## config.mk

```make
export PLATFORM = sky130hd
export DESIGN_NAME = noc_traffic_node
export DESIGN_NICKNAME = d
export VERILOG_FILES = /design/src/rtl/noc_traffic_node.sv
export SDC_FILE = /design/constraint.sdc
export NUM_CORES = 1
export LEC_CHECK = 0
export CAP_MARGIN = 20
export CORE_MARGIN = 10
export CORE_UTILIZATION = 51
export DETAILED_ROUTE_END_ITERATION = 8
export PLACE_DENSITY = 0.81
export SLEW_MARGIN = 5
export SYNTH_ARGS = -nofsm -noshare
export SYNTH_HDL_FRONTEND = slang
export SYNTH_SLANG_ARGS = --single-unit
```

## constraint.sdc

```tcl
create_clock -name noc_clk -period 3.4 [get_ports noc_clk]
set_input_delay 0.34 -clock noc_clk [delete_from_list [all_inputs] [get_ports noc_clk]]
set_output_delay 0.34 -clock noc_clk [all_outputs]
set_load 0.03 [all_outputs]
```

## src/rtl/noc_traffic_node.sv

```systemverilog
`default_nettype none
// ============================================================================
// Module   : noc_traffic_node
// Brief    : NoC endpoint that sends HEAD/DATA/TAIL packets on a chosen VC and
//            checks incoming packets independently per VC.
// Revision : 1.0
// ============================================================================
module noc_traffic_node #(
    parameter int X_ID    = 0,
    parameter int Y_ID    = 0,
    parameter int ID_X_W  = 2,
    parameter int ID_Y_W  = 2,
    parameter int DATA_W  = 64,
    parameter int VC_NUM  = 2,
    parameter int MAX_LEN = 8,
    parameter int VC_W    = (VC_NUM > 1) ? $clog2(VC_NUM) : 1
) (
    input  logic                       noc_clk,
    input  logic                       noc_rst,
    input  logic                       send_start,
    input  logic [ID_X_W-1:0]          cfg_dst_x,
    input  logic [ID_Y_W-1:0]          cfg_dst_y,
    input  logic [7:0]                 cfg_len,
    input  logic [VC_W-1:0]            cfg_vc,
    output logic                       tx_busy,
    output logic [VC_NUM-1:0]          out_valid,
    input  logic [VC_NUM-1:0]          out_ready,
    output logic [DATA_W-1:0]          out_flit,
    input  logic [VC_NUM-1:0]          in_valid,
    output logic [VC_NUM-1:0]          in_ready,
    input  logic [DATA_W-1:0]          in_flit,
    input  logic                       rx_stall,
    output logic                       rx_done,
    output logic [ID_X_W+ID_Y_W-1:0]   rx_src,
    output logic                       err_pulse,
    output logic [15:0]                tx_cnt,
    output logic [15:0]                rx_cnt,
    output logic [15:0]                err_cnt
);

    localparam int HDR_W  = 4 + 2 * (ID_X_W + ID_Y_W) + 16;
    localparam int HDR_SH = DATA_W - HDR_W;
    localparam int DAT_SH = DATA_W - 20;

    localparam logic [3:0]        c_TYP_HEAD = 4'hA;
    localparam logic [3:0]        c_TYP_DATA = 4'h3;
    localparam logic [3:0]        c_TYP_TAIL = 4'h5;
    localparam logic [ID_X_W-1:0] c_MY_X     = ID_X_W'(X_ID);
    localparam logic [ID_Y_W-1:0] c_MY_Y     = ID_Y_W'(Y_ID);
    localparam logic [7:0]        c_MAX_LEN  = 8'(MAX_LEN);

    localparam logic [1:0] c_TX_IDLE = 2'd0;
    localparam logic [1:0] c_TX_HEAD = 2'd1;
    localparam logic [1:0] c_TX_DATA = 2'd2;
    localparam logic [1:0] c_TX_TAIL = 2'd3;

    localparam logic [0:0] c_RX_IDLE = 1'b0;
    localparam logic [0:0] c_RX_DATA = 1'b1;

    // Flits are packed from the MSB down; unused low bits stay zero.
    function automatic logic [DATA_W-1:0] f_ht(input logic [3:0] typ,
                                               input logic [ID_X_W-1:0] dx,
                                               input logic [ID_Y_W-1:0] dy,
                                               input logic [7:0] len,
                                               input logic [7:0] seq);
        logic [HDR_W-1:0] f;
        f = {typ, c_MY_X, c_MY_Y, dx, dy, len, seq};
        return DATA_W'(f) << HDR_SH;
    endfunction

    function automatic logic [DATA_W-1:0] f_data(input logic [7:0] seq,
                                                 input logic [7:0] idx);
        logic [19:0] f;
        f = {c_TYP_DATA, seq, idx};
        return DATA_W'(f) << DAT_SH;
    endfunction

    logic [1:0]          tx_state_q, tx_state_d;
    logic [ID_X_W-1:0]   tx_dx_q, tx_dx_d;
    logic [ID_Y_W-1:0]   tx_dy_q, tx_dy_d;
    logic [7:0]          tx_len_q, tx_len_d;
    logic [7:0]          tx_idx_q, tx_idx_d;
    logic [7:0]          tx_seq_q, tx_seq_d;
    logic [VC_NUM-1:0]   out_valid_q, out_valid_d;
    logic [DATA_W-1:0]   out_flit_q, out_flit_d;
    logic [15:0]         tx_cnt_q, tx_cnt_d;
    logic                w_tx_fire;

    assign w_tx_fire = |(out_valid_q & out_ready);

    always_comb begin
        tx_state_d  = tx_state_q;
        tx_dx_d     = tx_dx_q;
        tx_dy_d     = tx_dy_q;
        tx_len_d    = tx_len_q;
        tx_idx_d    = tx_idx_q;
        tx_seq_d    = tx_seq_q;
        out_valid_d = out_valid_q;
        out_flit_d  = out_flit_q;
        tx_cnt_d    = tx_cnt_q;
        case (tx_state_q)
            c_TX_IDLE: begin
                if (send_start && (cfg_len <= c_MAX_LEN) && (32'(cfg_vc) < VC_NUM)) begin
                    tx_dx_d     = cfg_dst_x;
                    tx_dy_d     = cfg_dst_y;
                    tx_len_d    = cfg_len;
                    tx_idx_d    = 8'd0;
                    out_valid_d = VC_NUM'(1) << cfg_vc;
                    out_flit_d  = f_ht(c_TYP_HEAD, cfg_dst_x, cfg_dst_y, cfg_len, tx_seq_q);
                    tx_state_d  = c_TX_HEAD;
                end
            end
            c_TX_HEAD: begin
                if (w_tx_fire) begin
                    if (tx_len_q == 8'd0) begin
                        out_flit_d = f_ht(c_TYP_TAIL, tx_dx_q, tx_dy_q, tx_len_q, tx_seq_q);
                        tx_state_d = c_TX_TAIL;
                    end else begin
                        out_flit_d = f_data(tx_seq_q, 8'd0);
                        tx_state_d = c_TX_DATA;
                    end
                end
            end
            c_TX_DATA: begin
                if (w_tx_fire) begin
                    if (tx_idx_q == tx_len_q - 8'd1) begin
                        out_flit_d = f_ht(c_TYP_TAIL, tx_dx_q, tx_dy_q, tx_len_q, tx_seq_q);
                        tx_state_d = c_TX_TAIL;
                    end else begin
                        tx_idx_d   = tx_idx_q + 8'd1;
                        out_flit_d = f_data(tx_seq_q, tx_idx_q + 8'd1);
                    end
                end
            end
            c_TX_TAIL: begin
                if (w_tx_fire) begin
                    out_valid_d = '0;
                    out_flit_d  = '0;
                    tx_seq_d    = tx_seq_q + 8'd1;
                    tx_cnt_d    = (tx_cnt_q != 16'hFFFF) ? tx_cnt_q + 16'd1 : tx_cnt_q;
                    tx_state_d  = c_TX_IDLE;
                end
            end
            default: tx_state_d = c_TX_IDLE;
        endcase
    end

    always_ff @(posedge noc_clk) begin
        if (noc_rst) begin
            tx_state_q  <= c_TX_IDLE;
            tx_dx_q     <= '0;
            tx_dy_q     <= '0;
            tx_len_q    <= '0;
            tx_idx_q    <= '0;
            tx_seq_q    <= '0;
            out_valid_q <= '0;
            out_flit_q  <= '0;
            tx_cnt_q    <= '0;
        end else begin
            tx_state_q  <= tx_state_d;
            tx_dx_q     <= tx_dx_d;
            tx_dy_q     <= tx_dy_d;
            tx_len_q    <= tx_len_d;
            tx_idx_q    <= tx_idx_d;
            tx_seq_q    <= tx_seq_d;
            out_valid_q <= out_valid_d;
            out_flit_q  <= out_flit_d;
            tx_cnt_q    <= tx_cnt_d;
        end
    end

    assign tx_busy   = (tx_state_q != c_TX_IDLE);
    assign out_valid = out_valid_q;
    assign out_flit  = out_flit_q;
    assign tx_cnt    = tx_cnt_q;

    logic [3:0]          w_typ;
    logic [ID_X_W-1:0]   w_sx, w_dx;
    logic [ID_Y_W-1:0]   w_sy, w_dy;
    logic [7:0]          w_len, w_seq, w_dseq, w_didx;
    logic                w_dst_me;
    logic [VC_NUM-1:0]   w_rx_acc;
    logic                w_rx_multi;
    logic                w_unused;

    assign {w_typ, w_sx, w_sy, w_dx, w_dy, w_len, w_seq} = in_flit[DATA_W-1 -: HDR_W];
    assign {w_dseq, w_didx} = in_flit[DATA_W-5 -: 16];
    assign w_dst_me   = (w_dx == c_MY_X) && (w_dy == c_MY_Y);
    assign in_ready   = {VC_NUM{~noc_rst & ~rx_stall}};
    assign w_rx_acc   = in_valid & in_ready;
    assign w_rx_multi = (w_rx_acc & (w_rx_acc - VC_NUM'(1))) != '0;
    assign w_unused   = ^in_flit;

    logic [0:0]          rx_state_q [VC_NUM], rx_state_d [VC_NUM];
    logic [ID_X_W-1:0]   rx_sx_q    [VC_NUM], rx_sx_d    [VC_NUM];
    logic [ID_Y_W-1:0]   rx_sy_q    [VC_NUM], rx_sy_d    [VC_NUM];
    logic [7:0]          rx_len_q   [VC_NUM], rx_len_d   [VC_NUM];
    logic [7:0]          rx_seq_q   [VC_NUM], rx_seq_d   [VC_NUM];
    logic [7:0]          rx_idx_q   [VC_NUM], rx_idx_d   [VC_NUM];
    logic                rx_done_q, rx_done_d;
    logic                err_q, err_d;
    logic [ID_X_W+ID_Y_W-1:0] rx_src_q, rx_src_d;
    logic [15:0]         rx_cnt_q, rx_cnt_d;
    logic [15:0]         err_cnt_q, err_cnt_d;

    always_comb begin
        rx_state_d = rx_state_q;
        rx_sx_d    = rx_sx_q;
        rx_sy_d    = rx_sy_q;
        rx_len_d   = rx_len_q;
        rx_seq_d   = rx_seq_q;
        rx_idx_d   = rx_idx_q;
        rx_done_d  = 1'b0;
        err_d      = 1'b0;
        rx_src_d   = rx_src_q;
        if (w_rx_multi) begin
            err_d = 1'b1;
        end else begin
            for (int v = 0; v < VC_NUM; v++) begin
                if (w_rx_acc[v]) begin
                    // A HEAD always (re)starts the VC when addressed to us.
                    if (w_typ == c_TYP_HEAD) begin
                        if ((rx_state_q[v] == c_RX_DATA) || !w_dst_me) err_d = 1'b1;
                        if (w_dst_me) begin
                            rx_state_d[v] = c_RX_DATA;
                            rx_sx_d[v]    = w_sx;
                            rx_sy_d[v]    = w_sy;
                            rx_len_d[v]   = w_len;
                            rx_seq_d[v]   = w_seq;
                            rx_idx_d[v]   = 8'd0;
                        end else begin
                            rx_state_d[v] = c_RX_IDLE;
                        end
                    end else if (rx_state_q[v] == c_RX_IDLE) begin
                        err_d = 1'b1;
                    end else if ((w_typ == c_TYP_DATA) && (w_dseq == rx_seq_q[v]) &&
                                 (w_didx == rx_idx_q[v]) && (rx_idx_q[v] < rx_len_q[v])) begin
                        rx_idx_d[v] = rx_idx_q[v] + 8'd1;
                    end else if ((w_typ == c_TYP_TAIL) && (w_sx == rx_sx_q[v]) &&
                                 (w_sy == rx_sy_q[v]) && w_dst_me && (w_len == rx_len_q[v]) &&
                                 (w_seq == rx_seq_q[v]) && (rx_idx_q[v] == rx_len_q[v])) begin
                        rx_done_d     = 1'b1;
                        rx_src_d      = {rx_sx_q[v], rx_sy_q[v]};
                        rx_state_d[v] = c_RX_IDLE;
                    end else begin
                        err_d         = 1'b1;
                        rx_state_d[v] = c_RX_IDLE;
                    end
                end
            end
        end
        rx_cnt_d  = (rx_done_d && rx_cnt_q != 16'hFFFF) ? rx_cnt_q + 16'd1 : rx_cnt_q;
        err_cnt_d = (err_d && err_cnt_q != 16'hFFFF) ? err_cnt_q + 16'd1 : err_cnt_q;
    end

    always_ff @(posedge noc_clk) begin
        if (noc_rst) begin
            for (int v = 0; v < VC_NUM; v++) begin
                rx_state_q[v] <= c_RX_IDLE;
                rx_sx_q[v]    <= '0;
                rx_sy_q[v]    <= '0;
                rx_len_q[v]   <= '0;
                rx_seq_q[v]   <= '0;
                rx_idx_q[v]   <= '0;
            end
            rx_done_q <= 1'b0;
            err_q     <= 1'b0;
            rx_src_q  <= '0;
            rx_cnt_q  <= '0;
            err_cnt_q <= '0;
        end else begin
            rx_state_q <= rx_state_d;
            rx_sx_q    <= rx_sx_d;
            rx_sy_q    <= rx_sy_d;
            rx_len_q   <= rx_len_d;
            rx_seq_q   <= rx_seq_d;
            rx_idx_q   <= rx_idx_d;
            rx_done_q  <= rx_done_d;
            err_q      <= err_d;
            rx_src_q   <= rx_src_d;
            rx_cnt_q   <= rx_cnt_d;
            err_cnt_q  <= err_cnt_d;
        end
    end

    assign rx_done   = rx_done_q;
    assign err_pulse = err_q;
    assign rx_src    = rx_src_q;
    assign rx_cnt    = rx_cnt_q;
    assign err_cnt   = err_cnt_q;

endmodule
`default_nettype wire
```

==> results.sh, run 1 <==
export IMPL_required_ns=3.75
export IMPL_period_share_pct=87.25
export IMPL_max_freq_mhz=337.1
export IMPL_path_common_cell="nor2_1"
export IMPL_power_density_mw_per_mm2=435.6
export IMPL_crit_fanout=21
export IMPL_r2r_start="tx_len_q[0]$_SDFFE_PP0P_"
export IMPL_end_kind="flip-flop"
export IMPL_cpMaxStageDelayCell="dfxtp_1"
export IMPL_rrSetupSlack_ns=0.43
export IMPL_ys_flop_type="dfxtp_1"
export IMPL_fill_cells=1494
export IMPL_die_h_um=155.1
export IMPL_rr_endpoint="tx_idx_q[7]$_SDFFE_PP0P_"
export IMPL_ctsHoldBuffers=0
export IMPL_ff2ff_path_depth=11
export IMPL_hpwlAfterDp_mm=18.06
export IMPL_final_min_clock_period_ns=2.966
export IMPL_crit_type="reg -> reg"
export IMPL_synth_cell_types=72
export IMPL_finalSetupTns_ns=0
export IMPL_rows=49
export IMPL_cts_tree="built"
export IMPL_critical_path_max_stage_delay_ns=0.45
export IMPL_numCtsBuffers=17
export IMPL_hold_path_class="in -> reg"
export IMPL_syn_avg_cell_area_um2=8.330
export IMPL_worst_pin_slew_ns=0.8629
export IMPL_area_delta_synth_final_pct=23.35
export IMPL_rsz0062_at_grt="no"
export IMPL_async_flop_share_pct=0
export IMPL_crit_chain="inv_1 -> ha_1 -> xor2_1 -> nor2_1 -> o31ai_1 -> or4_4 -> buf_4 -> nand2_1 -> nor2_1 -> nand3b_1 -> a21oi_1"
export IMPL_min_from="noc_rst"
export IMPL_dieArea_mm2=0.02407
export IMPL_postRouteAntennaNets=0
export IMPL_critPathLaunchType="flip-flop"
export IMPL_vias=8275
export IMPL_routabilityCongestion=0.9065
export IMPL_routed_wl_mm=24.52
export IMPL_grt_max_degree=84
export IMPL_wire_per_inst_um=16.40
export IMPL_portBuffers=135
export IMPL_drive_gt1_share_pct=7.346
export IMPL_clockBufferDepth=2
export IMPL_cts_sinks=172
export IMPL_power_w=0.005004
export IMPL_fin_util_pct=63.95
export IMPL_syn_area_mm2=0.009313
export IMPL_avgViaCountPerCell=5.535
export IMPL_cp_num_buf_inv=2
export IMPL_ios=208
export IMPL_final_common_cell="dfxtp_1"
export IMPL_arrival_ns=3.32
export IMPL_core_mm2=0.01796
export IMPL_holdPathEnd="rx_done$_SDFF_PP0_"
export IMPL_synth_cells=1118
export IMPL_final_cell_mix="dfxtp_1, nand2_1, clkdlybuf4s50_1"
export IMPL_hold_violations=0
export IMPL_drt_iter0_drc=601
export IMPL_h_tree_depth=4
export IMPL_total_leakage_power_nw=4.301
export IMPL_diodes=0
export IMPL_synth_edff_count=0
export IMPL_skew_ns=0.009080
export IMPL_route_detailed_drc=0
export IMPL_peakVddDrop_uv=359.4
export IMPL_slew_headroom_pct=42.47
export IMPL_start_util_pct=51.84
export IMPL_antenna_found_initial=1
export IMPL_post_cts_buffers=0
export IMPL_firstDrtPassIters=5
export IMPL_clkTransAtPathRegs_ns=0.07
export IMPL_min_path_cells=3
export IMPL_drv_cap=0
export IMPL_status="finished clean"
export IMPL_grt_pass1_wl_mm=39.64
export IMPL_synth_seq_cells=172
export IMPL_path_delay_family="simple AND/OR/NAND/NOR gates"
export IMPL_fin_nets=1367
export IMPL_cts_root_buffer="clkbuf_16"
export IMPL_die_x_um=155.1
export IMPL_grt_util_all_layers_pct=19.67
export IMPL_overflow=0
export IMPL_setup_viol=0
export IMPL_slew_viol_final=0
export IMPL_cts_resized=0
export IMPL_grt_pass1_vias=7928
export IMPL_insertion_delay_ns=0.42
export IMPL_ys_seq_area_share_pct=36.97
export IMPL_ys_warn_count=0
## where the power goes
part / total [W] / internal, W / switching (W) / leakage [nW]
clock: 0.00210 / 0.00125 / 0.000853 / 0.314
sequential: 0.00212 / 0.00208 / 0.0000433 / 1.39
combinational: 0.000782 / 0.000294 / 0.000488 / 2.60
total: 0.00500 / 0.00362 / 0.00138 / 4.30
## per-layer routing
metal	vias to the layer above	part of all wire (%)	global-route usage, %
li1	4057	-	-
met1	3892	43	24.42
met2	295	47	31.97
met3	29	8.8	6.589
met4	2	1.4	5.038
met5	-	0.033	0
## state kept, by name, indices dropped and copies added (netlist names), 2 cells and up
register    flops
rx_sx_q         4
tx_dx_q         2
tx_len_q        8
rx_sy_q         4
tx_state_q      2
tx_cnt         16
err_cnt        16
rx_len_q       16
rx_idx_q       16
out_flit       28
rx_cnt         16
tx_seq_q        8
out_valid       2
rx_src          4
rx_seq_q       16
rx_state_q      2
tx_idx_q        8
tx_dy_q         2
## cell type report
cell class | instances | area [um2] | share of cell area [%]
multi-input combinational | 853 | 5336 | 46.45
sequential | 172 | 3443 | 29.97
timing repair buffer | 178 | 1668 | 14.52
clock buffer | 17 | 425.4 | 3.703
tap | 229 | 286.5 | 2.494
clock inverter | 15 | 211.5 | 1.841
inverter | 31 | 116.4 | 1.013
## synthesized netlist by cell type, drive strengths merged, types with 18 or more instances
master / n / area [um2]
ha: 29 / 362.9
xor2: 68 / 595.6
and3: 18 / 112.6
buf: 49 / 374.1
nand3: 33 / 165.2
nor3: 21 / 105.1
dfxtp: 172 / 3443
nand4: 30 / 187.7
inv: 29 / 108.9
xnor2: 69 / 611.8
nand2: 134 / 503.0
clkbuf: 48 / 183.9
nor2: 117 / 441.7
a21oi: 92 / 460.4
## through the flow
step	hold WS, ns	cell area, um2	worst slack, ns	std cells
CTS	0.2561	11480	0.4597	1494
global placement	0.4462	10850	0.1387	1462
detailed placement	0.4547	10850	0.1285	1462
global route	0.2694	11490	0.1858	1495
finish	0.2652	11490	0.4336	1495
floorplan	0.4444	9444	0.5791	1153
## logic make-up (layout without fill, tap and decap cells)
logic type      count (synthesis)  in the layout  share of synthesized area (%)
buf+inv                       128            241                          7.242
xor+xnor                      137            137                          12.97
other cells                     1             36                        0.04027
simple gates                  450            450                          24.01
mux                            22             22                          2.526
compound gates                179            179                          12.35
flops                         172            172                          36.97
fa+ha+maj                      29             29                          3.896
## worst min-delay path: stages
cell	delay, ns
buf_4	0.11
nor2_2	0.07
o21a_1	0.12
## how the worst max path moves through the flow
stage / from / endpoint / slack, ns / cells past startpoint
4_1_cts: tx_len_q[0]$_SDFFE_PP0P_ / tx_idx_q[7]$_SDFFE_PP0P_ / 0.46 / 11
2_1_floorplan: in_flit[46] / rx_idx_q[13]$_SDFFE_PP0P_ / 0.58 / 9
6_report: tx_len_q[0]$_SDFFE_PP0P_ / tx_idx_q[7]$_SDFFE_PP0P_ / 0.43 / 11
3_5_place_dp: in_flit[59] / err_cnt[7]$_SDFFE_PP0P_ / 0.13 / 11
3_3_place_gp: in_flit[56] / err_cnt[8]$_SDFFE_PP0P_ / 0.14 / 9
5_1_grt: tx_len_q[0]$_SDFFE_PP0P_ / tx_idx_q[7]$_SDFFE_PP0P_ / 0.19 / 11
(Power assumes the default switching activity.)
==> run 2: changes to the inputs <==
CORE_ASPECT_RATIO = 0.7   (was unset)
==> results.sh, run 2 (synthesis gave the netlist of run 1 again) <==
export IMPL_h_tree_depth=4
export IMPL_setup_viol=0
export IMPL_rows=41
export IMPL_crit_type="reg -> reg"
export IMPL_grt_max_degree=151
export IMPL_max_freq_mhz=333.4
export IMPL_worst_pin_slew_ns=0.9164
export IMPL_slew_headroom_pct=37.33
export IMPL_numCtsBuffers=17
export IMPL_total_leakage_power_nw=4.274
export IMPL_min_from="noc_rst"
export IMPL_post_cts_buffers=0
export IMPL_cts_resized=0
export IMPL_insertion_delay_ns=0.42
export IMPL_overflow=0
export IMPL_status="finished clean"
export IMPL_diodes=0
export IMPL_r2r_start="rx_len_q[11]$_SDFFE_PP0P_"
export IMPL_finalSetupTns_ns=0
export IMPL_area_delta_synth_final_pct=22.97
export IMPL_hpwlAfterDp_mm=19.34
export IMPL_core_mm2=0.01795
export IMPL_rr_endpoint="err_cnt[8]$_SDFFE_PP0P_"
export IMPL_met3_usage_pct=6.674
export IMPL_ios=208
export IMPL_postRouteAntennaNets=0
export IMPL_critPathLaunchType="flip-flop"
export IMPL_grt_pass1_vias=7887
export IMPL_hold_path_class="in -> reg"
export IMPL_final_min_clock_period_ns=2.999
export IMPL_grt_util_all_layers_pct=20.69
export IMPL_start_util_pct=51.87
export IMPL_grt_pass1_wl_mm=41.81
export IMPL_vias=8421
export IMPL_required_ns=3.71
export IMPL_cts_tree="built"
export IMPL_rrSetupSlack_ns=0.40
export IMPL_hold_violations=0
export IMPL_rsz0062_at_grt="no"
export IMPL_holdPathEnd="rx_done$_SDFF_PP0_"
export IMPL_die_x_um=181.5
export IMPL_drt_iter0_drc=882
export IMPL_grt_busiest_layer="met2"
export IMPL_cts_root_buffer="clkbuf_16"
export IMPL_min_path_cells=3
export IMPL_peakVddDrop_uv=357.0
export IMPL_route_detailed_drc=0
export IMPL_skew_ns=0.01660
export IMPL_die_h_um=133.1
export IMPL_fin_nets=1362
export IMPL_largest_reg_flops=28
export IMPL_dieArea_mm2=0.02415
export IMPL_period_share_pct=88.22
export IMPL_power_w=0.004978
export IMPL_drive_gt1_share_pct=6.979
export IMPL_gr_usage_met1_pct=28.60
export IMPL_routabilityCongestion=0.9394
export IMPL_power_density_mw_per_mm2=434.6
export IMPL_portBuffers=135
export IMPL_firstDrtPassIters=5
export IMPL_final_cell_mix="dfxtp_1, nand2_1, clkdlybuf4s50_1"
export IMPL_routed_wl_mm=26.05
export IMPL_clkTransAtPathRegs_ns=0.07
export IMPL_arrival_ns=3.31
export IMPL_wire_per_inst_um=17.40
export IMPL_ctsHoldBuffers=0
export IMPL_crit_fanout=7
export IMPL_ff2ff_path_depth=10
export IMPL_slew_viol_final=0
export IMPL_clockBufferDepth=2
export IMPL_cts_sinks=172
export IMPL_end_kind="flip-flop"
export IMPL_avgViaCountPerCell=5.625
export IMPL_antenna_found_initial=0
export IMPL_drv_cap=0
export IMPL_global_route_usage_met2_pct=30.85
export IMPL_final_common_cell="dfxtp_1"
==> run 2: how the worst max path moves through the flow <==
stage | start | depth (start not counted) | slack (ns) | endpoint
after floorplan | in_flit[46] | 9 | 0.58 | rx_idx_q[13]$_SDFFE_PP0P_
after global placement | in_flit[45] | 9 | 0.13 | err_cnt[8]$_SDFFE_PP0P_
after detailed placement | in_flit[50] | 10 | 0.06 | err_cnt[7]$_SDFFE_PP0P_
after CTS | tx_len_q[0]$_SDFFE_PP0P_ | 10 | 0.43 | tx_state_q[0]$_SDFFE_PP0P_
after global routing | tx_len_q[0]$_SDFFE_PP0P_ | 11 | 0.09 | tx_idx_q[5]$_SDFFE_PP0P_
final | rx_len_q[11]$_SDFFE_PP0P_ | 10 | 0.40 | err_cnt[8]$_SDFFE_PP0P_
==> run 2: cell type report <==
cell class | count | area (um2)
multi-input cells | 853 | 5336
clock buffers | 18 | 439.2
well taps | 236 | 295.3
inverters | 31 | 116.4
flip-flops and latches | 172 | 3443
fillers | 1507 | 6502
clock inverters | 14 | 178.9
repair buffers | 173 | 1643
==> run 2: metrics by stage <==
step | cells | hold WS [ns] | cell area (um2) | utilization (%) | setup slack [ns]
after floorplan | 1153 | 0.4444 | 9444 | - | 0.5791
after global placement | 1464 | 0.4453 | 10830 | 60.32 | 0.1313
after detailed placement | 1464 | 0.4498 | 10830 | 60.32 | 0.06404
after CTS | 1496 | 0.3062 | 11450 | 63.76 | 0.4339
after global routing | 1497 | 0.3369 | 11450 | 63.78 | 0.09249
final | 1497 | 0.3203 | 11450 | 63.78 | 0.4007
==> run 2: metal layers <==
layer	routed length (um)	part of all wire, %	vias to the layer above
met5	0	0	-
met4	210	0.81	0
met3	2653	10	25
met2	11310	43	358
met1	11880	46	4000
li1	-	-	4038
==> run 2: critical path, cell delays in order (launching register included) <==
cell,delay [ns]
dfxtp_1,0.41
inv_1,0.07
ha_1,0.33
nand4_1,0.16
nor4b_1,0.41
nand4b_1,0.23
or2_2,0.35
a31oi_4,0.23
a211oi_1,0.15
and3_1,0.23
mux2_1,0.30
==> run 2: power by group <==
group	switching [W]	internal (W)
Combinational	0.000488	0.000289
Clock	0.000882	0.00120
Sequential	0.0000447	0.00208
